[config.mk]
export PLATFORM = sky130hd
export DESIGN_NAME = pattern_comparator_nlane_flat
export DESIGN_NICKNAME = d
export VERILOG_FILES = /design/src/rtl/pattern_comparator_nlane_pkg.sv /design/src/rtl/pattern_comparator_nlane_if.sv /design/src/rtl/pattern_comparator_nlane_lane_error_counter.sv /design/src/rtl/pattern_comparator_nlane.sv /design/src/flat_wrapper.sv
export SDC_FILE = /design/constraint.sdc
export NUM_CORES = 1
export LEC_CHECK = 0
export ABC_CLOCK_PERIOD_IN_PS = 6500
export BUFFER_PORTS_ARGS = -buffer_cell sky130_fd_sc_hd__buf_4
export CAP_MARGIN = 10
export CORE_ASPECT_RATIO = 0.8
export CORE_MARGIN = 2
export CORE_UTILIZATION = 30
export CTS_BUF_LIST = sky130_fd_sc_hd__clkbuf_16
export DETAILED_ROUTE_END_ITERATION = 6
export GPL_ROUTABILITY_DRIVEN = 1
export GPL_TIMING_DRIVEN = 0
export PLACE_DENSITY = 0.52
export SLEW_MARGIN = 10
export SYNTH_ARGS = -nofsm -noshare
export SYNTH_HDL_FRONTEND = slang
export SYNTH_SLANG_ARGS = --single-unit
[constraint.sdc]
create_clock -name clk -period 6.5 [get_ports clk]
set_input_delay 1.3 -clock clk [delete_from_list [all_inputs] [get_ports clk]]
set_output_delay 1.3 -clock clk [all_outputs]
set_load 0.02 [all_outputs]
[src/rtl/pattern_comparator_nlane_pkg.sv]
// Shared types and constants for the N-lane mainband pattern comparator.
package ucie_pattern_cmp_pkg;

  typedef enum logic [1:0] {
    IDLE    = 2'd0,
    COMPARE = 2'd1,
    DONE    = 2'd2
  } e_cmp_states;

  localparam logic CMP_MODE_AGG     = 1'b0;
  localparam logic CMP_MODE_PERLANE = 1'b1;

endpackage

[src/rtl/pattern_comparator_nlane_if.sv]
// Control, sample and result bundle between the pattern detector side and the comparator.
interface pattern_comparator_nlane_if #(
  parameter int NUM_LANES  = 16,
  parameter int LANE_CNT_W = 12,
  parameter int AGG_CNT_W  = 16,
  parameter int BURST_W    = 16
) ();
  import ucie_pattern_cmp_pkg::*;

  // i_start is a level request: high in IDLE starts a test, low ends it (or aborts COMPARE).
  // i_valid qualifies one sample per cycle and is only honoured in COMPARE; o_done is the ack
  // and stays high with stable results until i_start drops. No backpressure exists.
  logic                  i_start;
  logic                  i_mode;
  logic [BURST_W-1:0]    i_burst_count;
  logic [NUM_LANES-1:0]  i_lane_mask;
  logic [LANE_CNT_W-1:0] i_thr_lane;
  logic [AGG_CNT_W-1:0]  i_thr_agg;
  logic                  i_valid;
  logic [NUM_LANES-1:0]  i_local_pattern;
  logic [NUM_LANES-1:0]  i_rx_pattern;
  logic [NUM_LANES-1:0]  o_per_lane_error;
  logic [AGG_CNT_W-1:0]  o_error_counter;
  logic                  o_done;
  logic                  o_busy;
  e_cmp_states           state;

  modport master (
    output i_start, i_mode, i_burst_count, i_lane_mask, i_thr_lane, i_thr_agg,
           i_valid, i_local_pattern, i_rx_pattern,
    input  o_per_lane_error, o_error_counter, o_done, o_busy, state
  );

  modport slave (
    input  i_start, i_mode, i_burst_count, i_lane_mask, i_thr_lane, i_thr_agg,
           i_valid, i_local_pattern, i_rx_pattern,
    output o_per_lane_error, o_error_counter, o_done, o_busy, state
  );
endinterface

[src/rtl/pattern_comparator_nlane_lane_error_counter.sv]
// Per-lane saturating error counter with synchronous clear.
module lane_error_counter #(
  parameter int LANE_CNT_W = 12
) (
  input  logic                  clk,
  input  logic                  rst_n,
  input  logic                  clear,
  input  logic                  inc_en,
  output logic [LANE_CNT_W-1:0] count
);

  always_ff @(posedge clk or negedge rst_n) begin
    if (!rst_n) begin
      count <= '0;
    end else if (clear) begin
      count <= '0;
    end else if (inc_en && !(&count)) begin
      count <= count + 1'b1;
    end
  end

endmodule

[src/rtl/pattern_comparator_nlane.sv]
// Compares local vs received lane patterns over a programmed burst and reports per-lane or
// aggregate failure, with a lane mask and saturating counters.
module pattern_comparator_nlane
  import ucie_pattern_cmp_pkg::*;
#(
  parameter int NUM_LANES  = 16,
  parameter int LANE_CNT_W = 12,
  parameter int AGG_CNT_W  = 16,
  parameter int BURST_W    = 16
) (
  input logic                      clk,
  input logic                      rst_n,
  pattern_comparator_nlane_if.slave bus
);

  e_cmp_states           state_q;
  logic                  mode_q;
  logic [BURST_W-1:0]    burst_q;
  logic [BURST_W-1:0]    sample_cnt;
  logic [NUM_LANES-1:0]  mask_q;
  logic [LANE_CNT_W-1:0] thr_lane_q;
  logic [AGG_CNT_W-1:0]  thr_agg_q;
  logic [AGG_CNT_W-1:0]  agg_cnt;
  logic [AGG_CNT_W-1:0]  agg_next;
  logic [NUM_LANES-1:0]  mism;
  logic [NUM_LANES-1:0]  lane_inc;
  logic [NUM_LANES-1:0]  lane_over;
  logic [LANE_CNT_W-1:0] lane_cnt [NUM_LANES];
  logic                  lane_clear;
  logic                  sample_take;
  logic                  last_sample;
  logic [NUM_LANES-1:0]  per_lane_q;
  logic [AGG_CNT_W-1:0]  err_cnt_q;
  logic                  done_q;
  logic                  busy_q;

  always_comb begin
    mism        = (bus.i_local_pattern ^ bus.i_rx_pattern) & mask_q;
    sample_take = (state_q == COMPARE) && bus.i_start && bus.i_valid && (burst_q != '0);
    lane_inc    = sample_take ? mism : '0;
    lane_clear  = (state_q == IDLE) && bus.i_start;
    last_sample = sample_take && ((sample_cnt + 1'b1) == burst_q);
    agg_next    = (sample_take && (|mism) && !(&agg_cnt)) ? agg_cnt + 1'b1 : agg_cnt;
    // Threshold test on the post-increment count so results are ready on the DONE entry edge.
    lane_over = '0;
    for (int i = 0; i < NUM_LANES; i++) begin
      lane_over[i] = (lane_cnt[i] > thr_lane_q) ||
                     (lane_inc[i] && (lane_cnt[i] == thr_lane_q) && !(&lane_cnt[i]));
    end
  end

  for (genvar g = 0; g < NUM_LANES; g++) begin : g_lane
    lane_error_counter #(.LANE_CNT_W(LANE_CNT_W)) u_cnt (
      .clk    (clk),
      .rst_n  (rst_n),
      .clear  (lane_clear),
      .inc_en (lane_inc[g]),
      .count  (lane_cnt[g])
    );
  end

  always_ff @(posedge clk or negedge rst_n) begin
    if (!rst_n) begin
      state_q    <= IDLE;
      mode_q     <= CMP_MODE_AGG;
      burst_q    <= '0;
      sample_cnt <= '0;
      mask_q     <= '0;
      thr_lane_q <= '0;
      thr_agg_q  <= '0;
      agg_cnt    <= '0;
      per_lane_q <= '0;
      err_cnt_q  <= '0;
      done_q     <= 1'b0;
      busy_q     <= 1'b0;
    end else begin
      case (state_q)
        IDLE: begin
          done_q <= 1'b0;
          if (bus.i_start) begin
            mode_q     <= bus.i_mode;
            burst_q    <= bus.i_burst_count;
            mask_q     <= bus.i_lane_mask;
            thr_lane_q <= bus.i_thr_lane;
            thr_agg_q  <= bus.i_thr_agg;
            sample_cnt <= '0;
            agg_cnt    <= '0;
            per_lane_q <= '0;
            err_cnt_q  <= '0;
            busy_q     <= 1'b1;
            state_q    <= COMPARE;
          end
        end
        COMPARE: begin
          if (!bus.i_start) begin
            per_lane_q <= '0;
            err_cnt_q  <= '0;
            busy_q     <= 1'b0;
            state_q    <= IDLE;
          end else if (burst_q == '0) begin
            busy_q  <= 1'b0;
            done_q  <= 1'b1;
            state_q <= DONE;
          end else if (sample_take) begin
            sample_cnt <= sample_cnt + 1'b1;
            agg_cnt    <= agg_next;
            if (last_sample) begin
              err_cnt_q <= agg_next;
              if (mode_q == CMP_MODE_PERLANE) per_lane_q <= lane_over & mask_q;
              else per_lane_q <= (agg_next > thr_agg_q) ? mask_q : '0;
              busy_q  <= 1'b0;
              done_q  <= 1'b1;
              state_q <= DONE;
            end
          end
        end
        DONE: begin
          if (!bus.i_start) begin
            done_q  <= 1'b0;
            state_q <= IDLE;
          end
        end
        default: state_q <= IDLE;
      endcase
    end
  end

  assign bus.o_per_lane_error = per_lane_q;
  assign bus.o_error_counter  = err_cnt_q;
  assign bus.o_done           = done_q;
  assign bus.o_busy           = busy_q;
  assign bus.state            = state_q;

endmodule

[src/flat_wrapper.sv]
// flat-port wrapper written by rule: the top's interface ports become plain ports
module pattern_comparator_nlane_flat import ucie_pattern_cmp_pkg::*;
#(
  parameter int NUM_LANES  = 16,
  parameter int LANE_CNT_W = 12,
  parameter int AGG_CNT_W  = 16,
  parameter int BURST_W    = 16
)
  (clk, rst_n, bus_i_start, bus_i_mode, bus_i_burst_count, bus_i_lane_mask, bus_i_thr_lane, bus_i_thr_agg, bus_i_valid, bus_i_local_pattern, bus_i_rx_pattern, bus_o_per_lane_error, bus_o_error_counter, bus_o_done, bus_o_busy, bus_state);
  pattern_comparator_nlane_if #(.NUM_LANES(NUM_LANES), .LANE_CNT_W(LANE_CNT_W), .AGG_CNT_W(AGG_CNT_W), .BURST_W(BURST_W)) bus_i ();
  input logic clk;
  input logic rst_n;
  input wire logic [$bits(bus_i.i_start)-1:0] bus_i_start;
  input wire logic [$bits(bus_i.i_mode)-1:0] bus_i_mode;
  input wire logic [$bits(bus_i.i_burst_count)-1:0] bus_i_burst_count;
  input wire logic [$bits(bus_i.i_lane_mask)-1:0] bus_i_lane_mask;
  input wire logic [$bits(bus_i.i_thr_lane)-1:0] bus_i_thr_lane;
  input wire logic [$bits(bus_i.i_thr_agg)-1:0] bus_i_thr_agg;
  input wire logic [$bits(bus_i.i_valid)-1:0] bus_i_valid;
  input wire logic [$bits(bus_i.i_local_pattern)-1:0] bus_i_local_pattern;
  input wire logic [$bits(bus_i.i_rx_pattern)-1:0] bus_i_rx_pattern;
  output wire logic [$bits(bus_i.o_per_lane_error)-1:0] bus_o_per_lane_error;
  output wire logic [$bits(bus_i.o_error_counter)-1:0] bus_o_error_counter;
  output wire logic [$bits(bus_i.o_done)-1:0] bus_o_done;
  output wire logic [$bits(bus_i.o_busy)-1:0] bus_o_busy;
  output wire logic [$bits(bus_i.state)-1:0] bus_state;
  assign bus_i.i_start = bus_i_start;
  assign bus_i.i_mode = bus_i_mode;
  assign bus_i.i_burst_count = bus_i_burst_count;
  assign bus_i.i_lane_mask = bus_i_lane_mask;
  assign bus_i.i_thr_lane = bus_i_thr_lane;
  assign bus_i.i_thr_agg = bus_i_thr_agg;
  assign bus_i.i_valid = bus_i_valid;
  assign bus_i.i_local_pattern = bus_i_local_pattern;
  assign bus_i.i_rx_pattern = bus_i_rx_pattern;
  assign bus_o_per_lane_error = bus_i.o_per_lane_error;
  assign bus_o_error_counter = bus_i.o_error_counter;
  assign bus_o_done = bus_i.o_done;
  assign bus_o_busy = bus_i.o_busy;
  assign bus_state = bus_i.state;
  pattern_comparator_nlane #(.NUM_LANES(NUM_LANES), .LANE_CNT_W(LANE_CNT_W), .AGG_CNT_W(AGG_CNT_W), .BURST_W(BURST_W)) u_core (.clk(clk), .rst_n(rst_n), .bus(bus_i));
endmodule
* Yosys cells after proc, flatten, opt, wreduce, memory -nomap -nowiden
Index checks and enable logic that the tools add are counted.
** Storage, ports and cells
- Bits in registers :: 321
- Input port bits :: 97
- Output and inout bits :: 36
** Operators by class
- Magnitude comparators :: 17
- Add/sub/neg operators :: 18
- Bitwise operators :: 3
- Multiplexer cells :: 74
- Reductions and logical operators :: 133
- Equal/unequal tests :: 31
** Operators by type and width (count)
- 12-bit two-way mux :: 32
- 16-bit two-way mux :: 19
- 12-bit by 1-bit adder with 12-bit output (second input constant) :: 16
- 12-bit equality test :: 16
- 12-bit greater-than comparator :: 16
- 12-bit AND reduction :: 16
- 16-bit case mux with 2 select lines :: 4
- 1-bit logical AND :: 55
- 2-bit nonzero test :: 17
- 16-bit by 1-bit adder with 16-bit output (second input constant) :: 2
- 16-bit bitwise AND :: 2
- 1-bit logical NOT :: 17
- 16-bit equality test :: 1
- 16-bit greater-than comparator :: 1
- 16-bit logical NOT :: 1
- 1-bit logical OR :: 16
- 16-bit AND reduction :: 1
- 16-bit nonzero test :: 1
- 16-bit OR reduction :: 1
- 16-bit bitwise XOR :: 1
- 5-bit AND reduction :: 3
- 2-bit two-way mux :: 6
- 3-bit by 2-bit != test with 1-bit output (second input constant) :: 4
- 1-bit two-way mux :: 10
- 13 further kinds :: 18

* Longest topological paths before layout
Gate-level depths: netlist of the first run.
- Depth in word-level cells :: 15
- Depth in mapped cells :: 19
- Depth with buffers taken out :: 17

* By module
Synthesis of the first run repeated with hierarchy kept, for this count alone.
** Second synthesis, totals
- Cells, all modules :: 2417
- Area, all modules :: 22993.3 um^2
** Modules (own cells, without submodules)
- pattern_comparator_nlane :: cells an instance 1313, area an instance 12042.8 um^2, times used 1
- lane_error_counter :: cells an instance 69, area an instance 684.4 um^2, times used 16

* Least setup slack after synthesis of the first run
Ideal clock, no wire load.
- Kind :: input-to-reg
- Start :: input port bus_i_start
- End :: register u_core.per_lane_q[5], in the netlist u_core.bus.o_per_lane_error[5]
- Required time :: 6413 ps
- Buffers on the path :: 2
- Path slack :: 1557 ps
- Arrival :: 4857 ps
- Stages :: 17
- Path through :: and3b_1 -> nand2_1 -> buf_2 -> nor2_1 -> o31ai_1 -> nor4_1 -> nand3_1 -> xnor2_1 -> ha_1 -> and4_1 -> nand3_1 -> nor4_1 -> or4_1 -> a21oi_1 -> clkbuf_1 -> a31oi_1 -> o211ai_1
** Between the ends
- Longest elaborated chain between the ends :: 14
- Elaborated cells between the ends (all ways) :: 25
- Those cells by class :: order compare: 1; eq/ne: 4; mux: 9; bitwise: 1; reduce/logical: 10
** Ends and longest elaborated chain
- start, declared :: line flat_wrapper.sv:13 : input wire logic [$bits(bus_i.i_start)-1:0] bus_i_start;
- 1-bit logical AND (3 in a row) :: line pattern_comparator_nlane.sv:39 : sample_take = (state_q == COMPARE) && bus.i_start && bus.i_valid && (burst_q != '0);
- 1-bit logical AND or 16-bit two-way mux (tied branches) :: line pattern_comparator_nlane.sv:43, pattern_comparator_nlane.sv:40
- 1-bit logical AND (on tied branches) :: line pattern_comparator_nlane.sv:43, pattern_comparator_nlane.sv:48
- 16-bit two-way mux or 1-bit logical AND (tied branches) :: line pattern_comparator_nlane.sv:43, pattern_comparator_nlane.sv:48
- 16-bit greater-than comparator or 1-bit logical OR (tied branches) :: line pattern_comparator_nlane.sv:110, pattern_comparator_nlane.sv:47
- 16-bit two-way mux or 16-bit bitwise AND (tied branches) :: line pattern_comparator_nlane.sv:110, pattern_comparator_nlane.sv:109
- 16-bit two-way mux :: line pattern_comparator_nlane.sv:109 : if (mode_q == CMP_MODE_PERLANE) per_lane_q <= lane_over & mask_q;
- 16-bit two-way mux :: line pattern_comparator_nlane.sv:107 : if (last_sample) begin
- 16-bit two-way mux :: line pattern_comparator_nlane.sv:104 : end else if (sample_take) begin
- 16-bit two-way mux :: line pattern_comparator_nlane.sv:100 : end else if (burst_q == '0) begin
- 16-bit two-way mux :: line pattern_comparator_nlane.sv:95 : if (!bus.i_start) begin
- 16-bit case mux with 2 select lines :: line pattern_comparator_nlane.sv:77 : case (state_q)
- end signal, assigned :: line pattern_comparator_nlane.sv:109
- end signal, assigned :: line pattern_comparator_nlane.sv:110 : else per_lane_q <= (agg_next > thr_agg_q) ? mask_q : '0;
- end, declared :: line pattern_comparator_nlane.sv:32 : logic [NUM_LANES-1:0] per_lane_q;
Parallel ways exist; a longest one is shown, timed or not. The select of a mux whose other input is x is not followed.
A chain may end at the register's enable or synchronous reset.

* Final worst setup path of the first run
Ends and elaborated chain as after synthesis.

==> impl_metrics.tcl, run 1 <==
set metrics [dict create \
    multi_input_area_um2 11700 \
    grt_antenna_before_repair 3 \
    syn_inst 2202 \
    place_area_um2 22400 \
    dp_hpwl_um 46300 \
    h-tree-depth 2 \
    cts_tree "yes" \
    seqCellArea_um2 8030 \
    grt_pass1_vias 16500 \
    synth_area_per_cell_um2 9.19 \
    drc 0 \
    post-route-period-util_pct 96.3 \
    n_antenna_cell 0 \
    start_util_pct 30.2 \
    path_class "input pin to flip-flop" \
    finalWorstSetupSlack_ns 0.242 \
    die_h_um 236 \
    p_total_mw 5.02 \
    cp.required_ns 6.96 \
    tightest_slew_ns 1.29 \
    drive_gt1_share_pct 9.73 \
    post_drt_via_cell_ratio 5.27 \
    crit_arrival_ns 6.72 \
    coreArea_um2 67000 \
    cts_sinks 321 \
    cap_viol_max_count 0 \
    layout_common_cells "dfrtp_1 (320), nand2_1 (270), ha_1 (226)" \
    fillers 6824 \
    setup_viol 0 \
    power_density_nw_per_um2 212 \
    async_flop_share_pct 100 \
    ys_types 69 \
    clk_latency_ns 0.55 \
    synth_flop_cell "dfrtp_1" \
    holdWs_ns 0.496 \
    die_w_um 294 \
    peakVddDrop_mv 0.163 \
    drt_wl_total_um 65100 \
    gr-usage-all-layers_pct 18.6 \
    r2r-start "u_core.burst_q[7]$_DFFE_PN0P_" \
    syn_to_final_growth_pct 16.9 \
    firstDrtPassIters 5 \
    clock-skew-final_ns 0.0215 \
    rsz0062_at_grt "false" \
    fmax_mhz 160 \
    cts_setup_buffers 0 \
    gp_congestion 0.877 \
    holdCritPathClass "flip-flop to flip-flop" \
    vias 17200 \
    grt_pass1_wl_um 100000 \
    clk_path_buf_depth 3 \
    grt_start_max_net_pins 89 \
    ant_nets 0 \
    status "complete, no violations" \
    leakage_nw 11.1 \
    final_util_pct 35.3 \
    numCtsBuffers 38 \
    io_pins 133 \
    relSlewSlack_pct 13.9 \
    drv_slew 0 \
    synth-edff-count 0 \
    finalCriticalPeriod_ns 6.26 \
    hp-start "u_core.bus.o_error_counter[1]$_DFFE_PN0P_" \
    root_buffer "clkbuf_16" \
    fp-row-count 85 \
    clkSlewWorstSetupHoldPaths_ns 0.06 \
    critPathLaunch "bus_i_start" \
    synth-seq-cells 321 \
    synth-seq-area-share_pct 39.7 \
    drtIter0Drc 1350 \
    design_area_um2 23700 \
    portBuffers 132 \
    post_drt_wl_per_cell_um 19.9 \
    syn_area_um2 20200 \
    crit_path_end_kind "flip-flop" \
    die-area_um2 69600 \
    finalHoldViolations 0 \
    yosys_warnings 0 \
    start_kind "input pin" \
    critical_path.max_fanout 10 \
    final_common_cell "dfrtp_1" \
    grt-ovfl-total 0 \
    pre_cts_slack_ns -1.42 \
    syn-num-nets 2525 \
    fin_nets 2700 \
]
==> critical path, stage by stage <==
cell and delay [ns]:
buf_4 0.13, and3b_1 0.38, nand2_1 0.11, buf_2 0.29, nor2_2 0.37, o31ai_1 0.20, nor4_2 0.60, nand3_1 0.30
xnor2_1 0.35, ha_1 0.31, and4_1 0.21, nand3_1 0.11, nor4_1 0.07, or4_1 0.41, a21oi_2 0.55, clkbuf_2 0.50
a31oi_1 0.26, o211ai_1 0.22
==> final cells by class <==
class,instances,area share (%)
repair buffers,135,4.57
inverters,82,1.30
well taps,870,4.60
clock buffers,41,4.34
clock inverters,26,0.772
plain buffers,65,1.13
flip-flops and latches,321,34.0
multi-input cells,1734,49.3
==> routing by layer <==
metal	vias up	track usage, %	share of wire [%]
li1	8223	-	-
met1	8394	28.9	50
met2	548	26.9	41
met3	84	2.45	6.9
met4	0	4.50	2.2
met5	-	0	0
==> flip-flops by register name, summed over array words and instances, names as in the netlist <==
register and count:
u_core.mask_q 16, u_core.thr_lane_q 12, u_core.bus.o_error_counter 16, u_core.sample_cnt 16, u_core.g_lane.u_cnt.count 192, u_core.bus.state 2
u_core.agg_cnt 16, u_core.thr_agg_q 16, u_core.bus.o_per_lane_error 16, u_core.burst_q 16, u_core.bus.o_done 1, u_core.bus.o_busy 1
u_core.mode_q 1
==> synth_stat cells (3+ instances only) <==
cell type | n | area, um^2
a22o_1 | 10 | 87.6
o2bb2ai_1 | 15 | 131
and2_1 | 10 | 62.6
inv_1 | 82 | 308
xnor2_1 | 81 | 709
nor3b_1 | 3 | 22.5
nand3_1 | 74 | 370
nand2_1 | 270 | 1010
nor2b_1 | 21 | 131
o21ai_0 | 110 | 551
or2_2 | 8 | 50.1
o21a_1 | 11 | 82.6
xor2_1 | 124 | 1090
and4_1 | 10 | 87.6
a211o_1 | 5 | 43.8
o311ai_0 | 6 | 52.6
o221ai_1 | 4 | 35.0
mux2i_1 | 23 | 230
o22ai_1 | 4 | 25.0
a21o_1 | 46 | 345
o31ai_1 | 11 | 82.6
a211oi_1 | 9 | 67.6
clkbuf_1 | 52 | 195
buf_2 | 9 | 45.0
or4_1 | 4 | 30.0
or3_1 | 30 | 188
and3_1 | 29 | 181
nand2b_1 | 16 | 100
nand4_1 | 113 | 707
nor3_1 | 40 | 200
a221o_1 | 3 | 30.0
a31oi_1 | 14 | 87.6
dfrtp_1 | 321 | 8030
o41ai_1 | 3 | 26.3
a21oi_1 | 91 | 455
o211ai_1 | 12 | 90.1
nor2_1 | 226 | 848
nor4_1 | 34 | 213
ha_1 | 226 | 2830
a22oi_1 | 4 | 30.0
==> cell families after synthesis <==
logic type / count (synthesis) / share of synthesized area, %
buffers and inverters: 147 / 2.83
AOI/OAI and AO/OA: 375 / 11.8
adders and majority gates: 226 / 14.0
muxes: 25 / 1.25
and+or+nand+nor: 903 / 21.6
xor gates and xnor gates: 205 / 8.87
DFF: 321 / 39.7
==> where the power goes <==
group	internal (mW)	total (mW)	switching, mW
combinational	0.260	0.768	0.508
clock	1.25	2.12	0.872
sequential	2.06	2.14	0.0783
==> final timing paths <==
kind	cells after the start	slack, ns	to
worst max-delay path	18	0.24	u_core.bus.o_per_lane_error[5]$_DFFE_PN0P_
worst min-delay path	1	0.50	u_core.bus.o_error_counter[1]$_DFFE_PN0P_
worst max register to register	18	0.38	u_core.bus.o_per_lane_error[5]$_DFFE_PN0P_
worst min register to register	1	0.50	u_core.bus.o_error_counter[1]$_DFFE_PN0P_
max in group asynchronous	4	4.11	u_core.sample_cnt[2]$_DFFE_PN0P_
min in group asynchronous	1	0.69	u_core.g_lane[4].u_cnt.count[3]$_DFFE_PN0P_
==> repair_timing <==
| action | 4_1_cts | 5_1_grt |
|---|---|---|
| cloned | 0 | 0 |
| gates resized for setup | 3 | 2 |
| endpoints found under the setup margin | 11 | 9 |
| hold buffers | 0 | 0 |
| pin swaps | 0 | 0 |
==> through the flow <==
| stage | TNS, ns | instances |
|---|---|---|
| after floorplan | 0 | 2202 |
| after global placement | -15.48 | 3204 |
| after detailed placement | -15.47 | 3207 |
| after CTS | 0 | 3274 |
| after global routing | 0 | 3274 |
| final | 0 | 3274 |
Note: power is estimated with default switching activity, not from simulation.
==> run 2: changes to the inputs <==
--- a/config.mk
+++ b/config.mk
@@ -5,7 +5,7 @@
 export SDC_FILE = /design/constraint.sdc
 export NUM_CORES = 1
 export LEC_CHECK = 0
-export ABC_CLOCK_PERIOD_IN_PS = 6500
+export ABC_CLOCK_PERIOD_IN_PS = 6700
 export BUFFER_PORTS_ARGS = -buffer_cell sky130_fd_sc_hd__buf_4
 export CAP_MARGIN = 10
 export CORE_ASPECT_RATIO = 0.8
==> constraint.sdc (replaced) <==
create_clock -name clk -period 6.7 [get_ports clk]
set_input_delay 1.34 -clock clk [delete_from_list [all_inputs] [get_ports clk]]
set_output_delay 1.34 -clock clk [all_outputs]
set_load 0.02 [all_outputs]
==> impl_metrics.tcl, run 2 (synthesis gave the netlist of run 1 again) <==
set metrics [dict create \
    status "complete, no violations" \
    die-area_um2 69600 \
    clk_latency_ns 0.55 \
    gp_congestion 0.877 \
    grt_pass1_wl_um 100000 \
    peakVddDrop_mv 0.157 \
    firstDrtPassIters 5 \
    largest_reg_flops 192 \
    grt_antenna_before_repair 4 \
    coreArea_um2 67000 \
    cp.required_ns 7.16 \
    fin_nets 2700 \
    start_util_pct 30.2 \
    syn_to_final_growth_pct 16.8 \
    ant_nets 0 \
    worstPathCellList "buf_4 > xor2_1 > a22oi_1 > nand4_1 > nor3_1 > or4_1 > clkbuf_1 > or2_2 > xor2_1 > inv_1 > ha_1 > and4_1 > nand3_1 > nor4_1 > or4_1 > a21oi_2 > clkbuf_2 > a31oi_1 > o211ai_1" \
    dp_hpwl_um 46300 \
    grt-ovfl-total 0 \
    leakage_nw 11.1 \
    cts_sinks 321 \
    drt_wl_total_um 65100 \
    tightest_slew_ns 1.31 \
    die_h_um 236 \
    crit_path_max_incr_delay_ns 0.79 \
    critical_path.max_fanout 10 \
    clkSlewWorstSetupHoldPaths_ns 0.06 \
    power_frac_seq_pct 42.6 \
    fp-row-count 85 \
    final_common_cell "dfrtp_1" \
    setup_viol 0 \
    drc 0 \
    root_buffer "clkbuf_16" \
    vias 17200 \
    grt_start_max_net_pins 89 \
    n_antenna_cell 0 \
    clock-skew-final_ns 0.0219 \
    io_pins 133 \
    p_comb_share_pct 15.3 \
    layout_common_cells "dfrtp_1 (320), nand2_1 (270), nor2_1 (226), ha_1 (226), buf_4 (131)" \
    drtIter0Drc 1357 \
    clk_path_buf_depth 3 \
    pre_cts_slack_ns -1.26 \
    hold_buffers 0 \
    portBuffers 132 \
    die_w_um 294 \
    power_density_nw_per_um2 206 \
    start_kind "input pin" \
    switching_share_pct 29.0 \
    cap_viol_max_count 0 \
    fmax_mhz 152 \
    switching_power_mw 1.42 \
    regMostFlops "u_core.g_lane.u_cnt.count" \
    cts_setup_buffers 0 \
    drive_gt1_share_pct 9.65 \
    numCtsBuffers 38 \
    finalHoldViolations 0 \
    holdWs_ns 0.496 \
    crit_arrival_ns 7.04 \
    finalWorstSetupSlack_ns 0.117 \
    crit_path_end_kind "flip-flop" \
    cts_resized 3 \
    h-tree-depth 2 \
    cpMaxStageDelayCell "xor2_1" \
    finalCriticalPeriod_ns 6.58 \
    p_int_mw 3.46 \
    relSlewSlack_pct 12.4 \
    cts_tree "yes" \
    p_clk_share_pct 42.2 \
    post_drt_via_cell_ratio 5.26 \
    path_class "input pin to flip-flop" \
    drv_slew 0 \
    grt_pass1_vias 16500 \
    post-route-period-util_pct 98.3 \
    post_drt_wl_per_cell_um 19.9 \
    gr-usage-all-layers_pct 18.6 \
    holdCritPathClass "flip-flop to flip-flop" \
]
run 2: cell count changes in the layout (fill, tap and decap cells not counted):
cell    delta
nor2_1     +1
nor2_2     -1
xor2_1     +1
xor2_2     -1
run 2: critical path, delay by kind of cell:
family,cells,cell delay (ns)
buffers and inverters,4,0.92
AND/OR/NAND/NOR,8,2.09
adder cells (fa/ha/maj),1,0.32
AO/OA/AOI/OAI,4,1.28
XOR/XNOR,2,1.06
run 2: power groups by stage:
| stage | clock network [mW] | registers (mW) | logic, mW |
|---|---|---|---|
| after detailed placement | 0 | 2.11 | 0.737 |
| after global placement | 0 | 2.11 | 0.709 |
| after CTS | 2.10 | 2.07 | 0.744 |
| after global routing | 2.19 | 2.08 | 0.830 |
| after floorplan | 0 | 2.08 | 0.413 |
| final | 2.06 | 2.08 | 0.745 |
run 2: metrics by stage:
step           util [%]  area (um^2)  TNS, ns  instances  power (mW)
5_1_grt            35.3        23600  -0.0266       3274        5.10
4_1_cts            35.3        23600        0       3274        4.92
3_3_place_gp       33.3        22300   -12.92       3204        2.82
2_1_floorplan         -        20200        0       2202        2.49
6_report           35.3        23600        0       3274        4.88
3_5_place_dp       33.5        22400   -12.91       3207        2.84
run 2: worst paths after layout:
check | cells after the start | slack [ns] | start | endpoint
setup / recovery | 19 | 0.12 | bus_i_rx_pattern[11] | u_core.bus.o_per_lane_error[5]$_DFFE_PN0P_
hold / removal | 1 | 0.50 | u_core.bus.o_error_counter[1]$_DFFE_PN0P_ | u_core.bus.o_error_counter[1]$_DFFE_PN0P_
setup reg to reg | 18 | 0.36 | u_core.burst_q[7]$_DFFE_PN0P_ | u_core.bus.o_per_lane_error[5]$_DFFE_PN0P_
hold reg to reg | 1 | 0.50 | u_core.bus.o_error_counter[1]$_DFFE_PN0P_ | u_core.bus.o_error_counter[1]$_DFFE_PN0P_
max in group asynchronous | 4 | 4.29 | rst_n | u_core.sample_cnt[2]$_DFFE_PN0P_
min in group asynchronous | 1 | 0.73 | rst_n | u_core.g_lane[4].u_cnt.count[3]$_DFFE_PN0P_
run 2: layout make-up:
type / instances / area (um^2)
multi-input combinational: 1734 / 11700
inverter: 82 / 308
timing repair buffer: 135 / 1080
tap: 870 / 1090
buffer: 65 / 267
sequential: 321 / 8030
clock inverter: 26 / 183
clock buffer: 41 / 1030
fill: 6825 / 43400
run 2: per-layer routing:
layer,routed length [um],vias up,global-route usage (%)
met5,0,-,0
met4,1460,0,4.50
met3,4440,84,2.45
met2,26700,552,26.9
met1,32500,8372,28.9
li1,-,8222,-
==> run 3: changes to the inputs <==
--- a/config.mk
+++ b/config.mk
@@ -11,7 +11,7 @@
 export CORE_ASPECT_RATIO = 0.8
 export CORE_MARGIN = 2
 export CORE_UTILIZATION = 30
-export CTS_BUF_LIST = sky130_fd_sc_hd__clkbuf_16
+export CTS_BUF_LIST = sky130_fd_sc_hd__clkbuf_8
 export DETAILED_ROUTE_END_ITERATION = 6
 export GPL_ROUTABILITY_DRIVEN = 1
 export GPL_TIMING_DRIVEN = 0
==> impl_metrics.tcl, run 3 (synthesis gave the netlist of run 1 again) <==
set metrics [dict create \
    status "complete, no violations" \
    dp_cells 3207 \
    ant_nets 0 \
    peakVddDrop_mv 0.119 \
    power_frac_seq_pct 44.0 \
    holdCritPathClass "flip-flop to flip-flop" \
    die_w_um 294 \
    tightest_slew_ns 1.31 \
    die-area_um2 69600 \
    p_clk_share_pct 40.2 \
    gr-usage-all-layers_pct 18.8 \
    vias 17300 \
    grt_use_met3_pct 3.81 \
    grt_antenna_before_repair 3 \
    p_int_mw 3.25 \
    critical_path.max_fanout 10 \
    grt_pass1_vias 16600 \
    setup_viol 0 \
    path_buf_inv 4 \
    global_route.peak_usage_layer "met1" \
    cpLargestDelayFamily "simple AND/OR/NAND/NOR gates" \
    path_depth 19 \
    dp_hpwl_um 46300 \
    post_drt_via_cell_ratio 5.23 \
    drive_gt1_share_pct 11.0 \
    p_comb_share_pct 15.8 \
    firstDrtPassIters 5 \
    relSlewSlack_pct 12.2 \
    holdPathStages 1 \
    crit_arrival_ns 7.05 \
    grt_pass1_wl_um 100000 \
    leakage_nw 11.1 \
    clk_latency_ns 0.67 \
    switching_share_pct 31.2 \
    crit_path_max_incr_delay_ns 0.81 \
    worstPathCellList "buf_4 > xor2_1 > a22oi_1 > nand4_1 > nor3_1 > or4_1 > clkbuf_1 > or2_2 > xor2_1 > inv_1 > ha_1 > and4_1 > nand3_1 > nor4_1 > or4_1 > a21oi_2 > clkbuf_2 > a31oi_1 > o211ai_1" \
    cts_sinks 321 \
    start_util_pct 30.2 \
    gr-usage-met2_pct 26.6 \
    regMostFlops "u_core.g_lane.u_cnt.count" \
    post-route-period-util_pct 97.0 \
    grt-ovfl-total 0 \
    use_met1_pct 28.6 \
    rsz0062_at_grt "false" \
    drc 0 \
    root_buffer "clkbuf_8" \
    design_area_um2 23600 \
    io_pins 133 \
    finalHoldViolations 0 \
    clock-skew-final_ns 0.0346 \
    coreArea_um2 67000 \
    post_drt_wl_per_cell_um 19.9 \
    largest_reg_flops 192 \
    gp_congestion 0.877 \
    rr_worst_depth 18 \
    cts_tree "yes" \
    cpMaxStageDelayCell "xor2_1" \
    path_class "input pin to flip-flop" \
    place_area_um2 22400 \
    power_density_nw_per_um2 200 \
    die_h_um 236 \
    layout_common_cells "dfrtp_1 (320), nand2_1 (270), nor2_1 (226), ha_1 (226), buf_4 (131)" \
    numCtsBuffers 56 \
    holdWs_ns 0.498 \
    switching_power_mw 1.47 \
    start_kind "input pin" \
    h-tree-depth 2 \
    clk_path_buf_depth 3 \
    syn_to_final_growth_pct 16.5 \
    cp.required_ns 7.25 \
    fp-row-count 85 \
    fmax_mhz 154 \
    clkSlewWorstSetupHoldPaths_ns 0.06 \
    drt_wl_total_um 66000 \
    layout.cells.non_filler 3311 \
    drv_slew 0 \
    final_common_cell "dfrtp_1" \
    finalCriticalPeriod_ns 6.50 \
    fin_nets 2718 \
    cap_viol_max_count 0 \
    drtIter0Drc 1417 \
    grt_start_max_net_pins 89 \
    crit_path_end_kind "flip-flop" \
    portBuffers 132 \
]
-- run 3: cell count changes in the layout (fill, tap and decap cells not counted) --
cell and change:
bufinv_16 -2, clkinv_1 -6, clkinv_2 +7, inv_1 +5, diode_2 +2, clkbuf_16 -41
clkbuf_8 +72
-- run 3: worst paths after layout --
check | start | endpoint | slack [ns]
max | bus_i_rx_pattern[11] | u_core.bus.o_per_lane_error[5]$_DFFE_PN0P_ | 0.20
min in group asynchronous | rst_n | u_core.g_lane[4].u_cnt.count[3]$_DFFE_PN0P_ | 0.61
max in group asynchronous | rst_n | u_core.burst_q[12]$_DFFE_PN0P_ | 4.38
min reg2reg | u_core.bus.o_error_counter[1]$_DFFE_PN0P_ | u_core.bus.o_error_counter[1]$_DFFE_PN0P_ | 0.50
min | u_core.bus.o_error_counter[1]$_DFFE_PN0P_ | u_core.bus.o_error_counter[1]$_DFFE_PN0P_ | 0.50
max reg2reg | u_core.burst_q[7]$_DFFE_PN0P_ | u_core.bus.o_per_lane_error[5]$_DFFE_PN0P_ | 0.31
-- run 3: what timing repair did --
action / in CTS / in global routing
setup buffers: 0 / 0
pin swaps: 0 / 0
resized for setup: 2 / 1
endpoints found under the setup margin: 10 / 9
hold buffers: 0 / 0
-- run 3: routing by layer --
metal,up-vias,share of wire [%],routed length (um)
met5,-,0,0
met4,0,2.5,1630
met3,106,7.6,5030
met2,555,41,26800
met1,8391,49,32500
li1,8255,-,-
-- run 3: power groups by stage --
stage / Clock, mW / Combinational [mW] / Sequential [mW]
after detailed placement: 0 / 0.737 / 2.11
after CTS: 1.94 / 0.744 / 2.07
final: 1.90 / 0.746 / 2.08
after global placement: 0 / 0.709 / 2.11
after floorplan: 0 / 0.413 / 2.08
after global routing: 2.04 / 0.832 / 2.08
-- run 3: final cells by class --
type                            instances  area, um^2
Timing Repair Buffer                  135        1080
Tap cell                              870        1090
Fill cell                            6845       43400
Clock inverter                         30         154
Inverter                               82         308
Sequential cell                       321        8030
Antenna cell                            2        5.00
Multi-Input combinational cell       1734       11700
Buffer                                 65         267
Clock buffer                           72         991
-- run 3: metrics by stage --
step | setup slack, ns | TNS, ns | power [mW] | util (%)
2_1_floorplan | 1.72 | 0 | 2.49 | -
3_3_place_gp | -1.25 | -12.92 | 2.82 | 33.3
3_5_place_dp | -1.26 | -12.91 | 2.84 | 33.5
4_1_cts | 0.115 | 0 | 4.76 | 35.2
5_1_grt | 0.0988 | 0 | 4.95 | 35.2
6_report | 0.201 | 0 | 4.72 | 35.2
